===== config.mk =====
export PLATFORM = sky130hd
export DESIGN_NAME = pong_sync_gen
export DESIGN_NICKNAME = d
export VERILOG_FILES = /design/src/rtl/pong_sync_gen.sv
export SDC_FILE = /design/constraint.sdc
export NUM_CORES = 1
export LEC_CHECK = 0
export ABC_AREA = 1
export CORE_MARGIN = 2
export CORE_UTILIZATION = 50
export DETAILED_ROUTE_END_ITERATION = 16
export GPL_TIMING_DRIVEN = 0
export PLACE_DENSITY = 0.77
export SYNTH_ARGS = -nofsm -noshare
export SYNTH_HDL_FRONTEND = slang
export SYNTH_SLANG_ARGS = --single-unit

===== constraint.sdc =====
create_clock -name clk -period 3.9 [get_ports clk]
set_input_delay 0.975 -clock clk [delete_from_list [all_inputs] [get_ports clk]]
set_output_delay 0.975 -clock clk [all_outputs]
set_load 0.01 [all_outputs]

===== src/rtl/pong_sync_gen.sv =====
// Pong-style video timing generator: horizontal/vertical counters with
// registered sync, blank and strobe decodes aligned to the counter outputs.
module pong_sync_gen #(
  parameter int H_TOTAL      = 455,
  parameter int H_BLANK_END  = 80,
  parameter int H_SYNC_START = 32,
  parameter int H_SYNC_END   = 64,
  parameter int V_TOTAL      = 262,
  parameter int V_BLANK_END  = 16,
  parameter int V_SYNC_START = 4,
  parameter int V_SYNC_END   = 8
) (
  input  logic       clk,
  input  logic       reset,
  input  logic       ce,
  output logic [8:0] hpos,
  output logic [8:0] vpos,
  output logic       h256,
  output logic       v4,
  output logic       hsync,
  output logic       vsync,
  output logic       hblank,
  output logic       vblank,
  output logic       display_on,
  output logic       line_start,
  output logic       frame_start
);

  localparam logic [8:0] H_LAST = 9'(H_TOTAL - 1);
  localparam logic [8:0] V_LAST = 9'(V_TOTAL - 1);
  localparam logic [8:0] H_BE   = 9'(H_BLANK_END);
  localparam logic [8:0] H_SS   = 9'(H_SYNC_START);
  localparam logic [8:0] H_SE   = 9'(H_SYNC_END);
  localparam logic [8:0] V_BE   = 9'(V_BLANK_END);
  localparam logic [8:0] V_SS   = 9'(V_SYNC_START);
  localparam logic [8:0] V_SE   = 9'(V_SYNC_END);

  logic [8:0] h_next;
  logic [8:0] v_next;
  logic       hblank_next;
  logic       vblank_next;

  // Decodes are computed from the next counter values so the registered
  // flags line up with the counters in the same cycle.
  always_comb begin
    h_next = hpos + 9'd1;
    v_next = vpos;
    if (hpos == H_LAST) begin
      h_next = '0;
      v_next = (vpos == V_LAST) ? 9'd0 : vpos + 9'd1;
    end
    hblank_next = (h_next < H_BE);
    vblank_next = (v_next < V_BE);
  end

  always_ff @(posedge clk) begin
    if (reset) begin
      hpos        <= '0;
      vpos        <= '0;
      hsync       <= 1'b0;
      vsync       <= 1'b0;
      hblank      <= 1'b1;
      vblank      <= 1'b1;
      display_on  <= 1'b0;
      line_start  <= 1'b0;
      frame_start <= 1'b0;
    end else if (ce) begin
      hpos        <= h_next;
      vpos        <= v_next;
      hsync       <= (h_next >= H_SS) && (h_next < H_SE);
      vsync       <= (v_next >= V_SS) && (v_next < V_SE);
      hblank      <= hblank_next;
      vblank      <= vblank_next;
      display_on  <= !hblank_next && !vblank_next;
      line_start  <= (h_next == 9'd0);
      frame_start <= (h_next == 9'd0) && (v_next == 9'd0);
    end else begin
      line_start  <= 1'b0;
      frame_start <= 1'b0;
    end
  end

  assign h256 = hpos[8];
  assign v4   = vpos[2];

endmodule


# Word-level counts from Yosys, hierarchy flattened
# Index checks and enable logic that the tools add are counted.
dict set report totals {
  ff_bits 25
  output_inout_bits 27
  inputBits 3
}
dict set report classes {
  bitwise_logic 1
  n_eq_ne 2
  n_mux 3
  magnitude_cmp 6
  reduce_logical 9
  add_sub_neg 2
}
# operator count
set op_table {}
lappend op_table {{2-to-1 mux 9 bit} 3}
lappend op_table {{adder 9 x 1 -> 9 bit (second input constant)} 2}
lappend op_table {{equality test 9 bit (second input constant)} 2}
lappend op_table {{zero test 9 bit} 2}
lappend op_table {{< comparator 9 x 7 -> 1 bit (second input constant)} 2}
lappend op_table {{>= comparator 9 x 3 -> 1 bit (second input constant)} 1}
lappend op_table {{>= comparator 9 x 6 -> 1 bit (second input constant)} 1}
lappend op_table {{< comparator 9 x 4 -> 1 bit (second input constant)} 1}
lappend op_table {{< comparator 9 x 5 -> 1 bit (second input constant)} 1}
lappend op_table {{logical AND 1 bit} 4}
lappend op_table {{zero test 1 bit} 2}
lappend op_table {{OR reduction 2 bit} 1}
lappend op_table {{NOT 1 bit} 1}

# Logic depth before layout (Yosys ltp)
# Gate-level depths: netlist (run 1).
dict set report depth {
  ltp_word 6
  mapped_depth 14
  ltp_nobuf 13
}

# Worst setup path after synthesis (run 1)
# OpenSTA, ideal clock, no wires.
dict set report synth_timing {
  path_type {input -> register}
  start {in ce}
  end {reg vpos[0]}
  stages 5
  path_buffers 1
  setup_time_ns 0.115
  arrival_ns 1.572
  slack_ns 2.212
  path_cell_list {inv_1 > clkbuf_1 > a21oi_1 > o21ai_0 > inv_1}
}
# element line
set synth_lines {}
lappend synth_lines {{start: declaration} 15} ;# input logic ce,
lappend synth_lines {{end signal: assignment} 69} ;# vpos <= v_next;
lappend synth_lines {{end: declaration} 17} ;# output logic [8:0] vpos,

# Final worst setup path (run 1)
dict set report layout_timing {
  start {reg hpos[8]}
  end {out hpos[8]}
}
# element line
set layout_lines {}
lappend layout_lines {{start: declaration} 16} ;# output logic [8:0] hpos,
lappend layout_lines {{start signal: assignment} 68} ;# hpos <= h_next;
# No word-level cell between the ends.

==> impl_results.md, run 1 <==
* Status: finished clean
* Crit-path cells: buf_4, clkdlybuf4s50_1
* Crit-path max FO at 6
* Count leader, synth: nand2_1
* Met3 Wirelength at approximately 190 um
* CP Launch Point: hpos[8]$_SDFFE_PP0P_
* RSZ-0062 raised after global routing: no
* Starting density of the core at 51.5%
* Hold Vio Cnt, Final at 0
* Area contributors post-synth: dfxtp_1, nand2_1, inv_1
* M1 WL at between 1500 and 2000 um
* Synth top area share at 32.4%
* Layout cells sized above 1 at roughly 11%
* Sequential fraction of the synthesis area at 32.4%
* Clock Latency Late Sink at 0.33 ns
* DIE AREA at 3550 um2
* CP max-delay cell: clkdlybuf4s50_1
* Post-Syn Nets at 246
* Avg Inst Size Synth at 6.47 um2
* Worst r2r src: hpos[0]$_SDFFE_PP0P_
* Crit start category: register
* GPL Wtd Cong at 0.899
* PwrDens at 274 nW/um2
* Max VDD drop at 0.171 mV
* Via count at 1,561
* Worst setup EP type: output pin
* Finish-stage setup viols at 0
* Hold_sp: vsync$_SDFFE_PP0P_
* Row Count at 20
* FF+latch count, synth at 25
* HP Class: reg2reg
* Met2 wire len at 1550 um
* Area grow syn2layout at 23.4%
* Buffers on Ports at 29
* Tmin final at 2.40 ns
* First DRT Iteration DRCs at 54
* Largest net degree at the start of global routing at 16
* WL/cell at ~12 um
* Least-Margin Pin Slew at 0.481 ns
* Initial antenna violation count at 0
* WL final at ~3600 um
* TritonRoute pass-1 iters at 4
* CTS tree: built
* First-pass GRT wire length at 6200 um
* Vias in the first global route at 1,378
* Uppermost routed layer: met4
* Final Skew at 0.00361 ns
* Die width at 59.6 um
* Diodes inserted at 0
* Gate count after technology mapping at between 200 and 250
* Worst-path clk slew at 0.14 ns
* CTS buffer count at 3
* Hold Slack at 0.482 ns
* Antenna viol nets, final at 0
* Synth Warn # at 0
* WP data arrival at between 1 and 1.5 ns
* CP Class: reg2out
* Filler Cell Count at 295
* Dominant synthesized flop cell: dfxtp_1
* Worst path required time at 2.92 ns
* Maximum clock rate at 417 MHz
* Nets@finish at 280
* Total track usage at 22.4%
* Post-synth ARST share at 0%
* Clock sink count at 25
* Hold Buf Count CTS at 0
* Via density at 5.12
* Die Ht at a little under 60 um
* Cell taking the most area after synthesis: dfxtp_1
* Post-route clock period utilization at 61.4%
* Hpwl dp at about 2700 um
* Root buf cell: clkbuf_4
* Max clock buf depth at 2
* Postcts setup bufs at 0
* # DRC at 0
* Post-synth EDFFs at 0
* Rel. slew slack at between 60 and 70%
* Max-slew violations at 0
* List of most frequent post-synthesis cells: nand2_1, inv_1, nor2_1, dfxtp_1, a21oi_1
* Leakage at 0.848 nW
* Core area at 3000 um2
* Depth of the CTS H-tree at 1
* Max-cap check violation count at 0
* Ports at 30
* Post-synth cell types at 27
* Mapped Area at 1550 um2
* Total global routing overflow at 0
* Fin Setup TNS at 0 ns
* Post-cts repair resize count at 0
* Crit-path max cell delay at 0.51 ns
[cells in the final DEF (no fill, tap or decap), drive strengths merged]
| master | n |
|---|---|
| o21a | 1 |
| buf | 6 |
| nand3 | 20 |
| o211ai | 1 |
| inv | 36 |
| dfxtp | 25 |
| xor2 | 2 |
| o22ai | 1 |
| o21bai | 1 |
| clkinvlp | 1 |
| clkdlybuf4s50 | 29 |
| ha | 4 |
| o21ai | 24 |
| nor3 | 2 |
| nand4 | 4 |
| nor2 | 30 |
| nand2 | 56 |
| clkbuf | 8 |
| a21oi | 21 |
[final cells by class]
type	count	area, um2	area share, %
clock buffers	3	22.5	1.18
clock inverters	1	7.51	0.393
inverters	36	135	7.08
flip-flops and latches	25	500	26.2
multi-input cells	167	845	44.3
well taps	33	41.3	2.16
plain buffers	11	66.3	3.48
repair buffers	29	290	15.2
[cell families after synthesis]
kind of cell | after synthesis | share of synthesized area, %
AOI/OAI and AO/OA | 49 | 16.9
xor gates and xnor gates | 2 | 1.13
adders and majority gates | 4 | 3.24
buffers and inverters | 47 | 13.0
DFF | 25 | 32.4
and+or+nand+nor | 112 | 33.3
[state kept, by name (all words and copies together) (netlist names)]
register     cells
vblank           1
hblank           1
vpos             9
hsync            1
display_on       1
line_start       1
hpos             9
vsync            1
frame_start      1
[layer usage]
layer  up-vias  GRT usage [%]
li1        827              -
met1       691           33.6
met2        38           33.6
met3         5           3.93
met4         0           4.76
met5         -              0
[worst paths after layout]
path | slack, ns | cells after the start | endpoint
max reg2reg | 2.09 | 13 | display_on$_SDFFE_PP0P_
max | 1.50 | 2 | hpos[8]
min reg2reg | 0.48 | 2 | vsync$_SDFFE_PP0P_
min | 0.48 | 2 | vsync$_SDFFE_PP0P_
[through the flow]
stage / instances / total power [mW] / area [um2] / setup slack (ns) / util, %
2_1_floorplan: 239 / 0.358 / 1550 / 2.21 / -
3_3_place_gp: 301 / 0.403 / 1880 / 1.52 / 62.5
3_5_place_dp: 301 / 0.405 / 1880 / 1.52 / 62.5
4_1_cts: 305 / 0.532 / 1910 / 1.49 / 63.5
5_1_grt: 305 / 0.556 / 1910 / 1.44 / 63.5
6_report: 305 / 0.523 / 1910 / 1.50 / 63.5
[critical path, delay by kind of cell, from the launching register on]
kind	cells	cell delay [ns]
flip-flops	1	0.44
buffers and inverters	2	0.64
[where the power goes]
group          leakage, nW  internal, mW  switching [mW]
Clock               0.0139        0.0394          0.0839
Sequential           0.206         0.269          0.0167
Combinational        0.629        0.0516          0.0621
Total                0.848         0.360           0.163
No activity file was read; power rests on OpenSTA's default activity.
==> run 2: changes to the inputs <==
Clock period 3.9 ns to 2.25 ns, I/O delays scaled along.
==> results of run 2 <==
The final DEF is identical to that of run 1. Status: finished clean.
Main changes from that run: setup slack after placement 1.52 ns -> 0.285 ns; setup slack after layout 1.50 ns -> 0.267 ns; register-to-register setup slack 2.09 ns -> 0.44 ns; total power 0.523 mW -> 0.906 mW; worst IR drop on VDD 0.171 mV -> 0.297 mV
==> run 3: changes to the inputs <==
Settings changed: CAP_MARGIN set to 10, CELL_PAD_IN_SITES_DETAIL_PLACEMENT set to 2, CELL_PAD_IN_SITES_GLOBAL_PLACEMENT set to 2, CORE_UTILIZATION 50 to 27, PLACE_DENSITY 0.77 to not set, PLACE_DENSITY_LB_ADDON set to 0.1.
==> run 3 against run 2 <==
Non-clock buffer count unchanged. Total power up 9.5%. Combinational power up 4%. Worst setup slack better by 0.051 ns. Critical endpoint unchanged. Clock power up 36%. Critical path depth unchanged.
==> impl_results.md, run 3 (synthesis gave the netlist of run 1 again) <==
* Status: finished clean
* PwrDens at 503 nW/um2
* Post-cts repair resize count at 0
* Diodes inserted at 0
* Max clock buf depth at 2
* CP Class: reg2out
* Worst setup EP type: output pin
* Max-cap check violation count at 0
* Via density at 4.80
* Ports at 30
* Largest net degree at the start of global routing at 14
* Total track usage at roughly 17%
* Dpl ws at ~0.18 ns
* Hpwl dp at between 3000 and 4000 um
* Clock Latency Late Sink at 0.28 ns
* GPL Wtd Cong at between 0.7 and 0.8
* Commonest non-fill, non-tap cell in the layout: nand2_1
* Starting density of the core at between 20% and 30%
* Worst-path clk slew at roughly 0.10 ns
* Worst path required time at between 1.5 and 2 ns
* Die Ht at ~80 um
* Hold Buf Count CTS at 0
* Max VDD drop at 0.228 mV
* # DRC at 0
* Antenna viol nets, final at 0
* WL final at 5040 um
* Power, Total at 0.992 mW
* TritonRoute pass-1 iters at 4
* Initial antenna violation count at 0
* Fin Setup TNS at 0 ns
* Rel. slew slack at 63.3%
* HP Class: reg2reg
* Core area at 5510 um2
* Root buf cell: clkbuf_8
* Least-Margin Pin Slew at 0.551 ns
* DIE AREA at 6350 um2
* Finish-stage setup viols at 0
* Area grow syn2layout at 27.5%
* Buffers on Ports at 29
* Crit start category: register
* WL/cell at 14.6 um
* Max-slew violations at 0
* Crit-path max FO at 6
* Row Count at 27
* Die width at 79.7 um
* Top Registers: hpos: 9 flops, vpos: 9 flops
* Clock sink count at 25
* Final Skew at 0.00273 ns
* CTS tree: built
* Crit-path cells: buf_4, clkdlybuf4s50_1
* Hold Vio Cnt, Final at 0
* WP data arrival at roughly 1.4 ns
* CP max-delay cell: clkdlybuf4s50_1
* Crit-path max cell delay at between 0.5 and 0.6 ns
* Layout cells sized above 1 at 10.7%
* Post-route clock period utilization at 85.9%
* Leakage at 0.857 nW
* First DRT Iteration DRCs at 46
* Final setup margin at 0.318 ns
* CTS buffer count at 3
* Via count at 1,650
* Maximum clock rate at between 500 and 600 MHz
* Total global routing overflow at 0
* Vias in the first global route at roughly 1,700
* Depth of the CTS H-tree at 1
* First-pass GRT wire length at ~8600 um
* Nets@finish at 280
* Postcts setup bufs at 0
* Tmin final at 1.93 ns
* Most frequent cells in the layout: nand2_1, inv_1, clkdlybuf4s50_1
* Design area at 1970 um2
* Post-DP Area at roughly 1900 um2
* RSZ-0062 raised after global routing: no
run 3: cell types whose count changed in the layout (fill, tap and decap cells not counted), sizes merged:
| cell | delta |
|---|---|
| clkbuf | +1 |
| clkinvlp | -1 |
run 3: path summary, 6_finish.rpt:
path	start	endpoint	slack, ns	cells past startpoint
max	hpos[8]$_SDFFE_PP0P_	hpos[8]	0.32	2
min	vsync$_SDFFE_PP0P_	vsync$_SDFFE_PP0P_	0.48	2
max reg2reg	hpos[0]$_SDFFE_PP0P_	vsync$_SDFFE_PP0P_	0.38	14
min reg2reg	vsync$_SDFFE_PP0P_	vsync$_SDFFE_PP0P_	0.48	2
run 3: final cells by class:
| class | count | area (um2) |
|---|---|---|
| clock buffer | 4 | 45.0 |
| sequential | 25 | 500 |
| timing repair buffer | 29 | 290 |
| buffer | 11 | 66.3 |
| inverter | 36 | 135 |
| fill | 684 | 3530 |
| tap | 72 | 90.1 |
| multi-input combinational | 167 | 845 |
run 3: critical path: cells and delay by family, from the launching register on:
| kind | cells | cell delay (ns) |
|---|---|---|
| flip-flops | 1 | 0.44 |
| buffers and inverters | 2 | 0.66 |
run 3: metrics by stage:
stage | util (%) | hold slack, ns | std cells
global route | 35.8 | 0.504 | 344
CTS | 35.8 | 0.486 | 344
global placement | 35.0 | 0.461 | 340
floorplan | - | 0.490 | 239
finish | 35.8 | 0.478 | 344
detailed placement | 35.0 | 0.464 | 340
run 3: routing by layer:
metal	global-route usage, %	routed length [um]	vias to the layer above
li1	-	-	823
met3	2.04	133	5
met2	28.3	2210	28
met4	3.62	46	0
met5	0	0	-
met1	24.7	2650	794
run 3: power breakdown:
part	internal (mW)	switching [mW]	leakage [nW]
Sequential	0.466	0.0307	0.206
Clock	0.127	0.163	0.0228
Combinational	0.0893	0.115	0.629
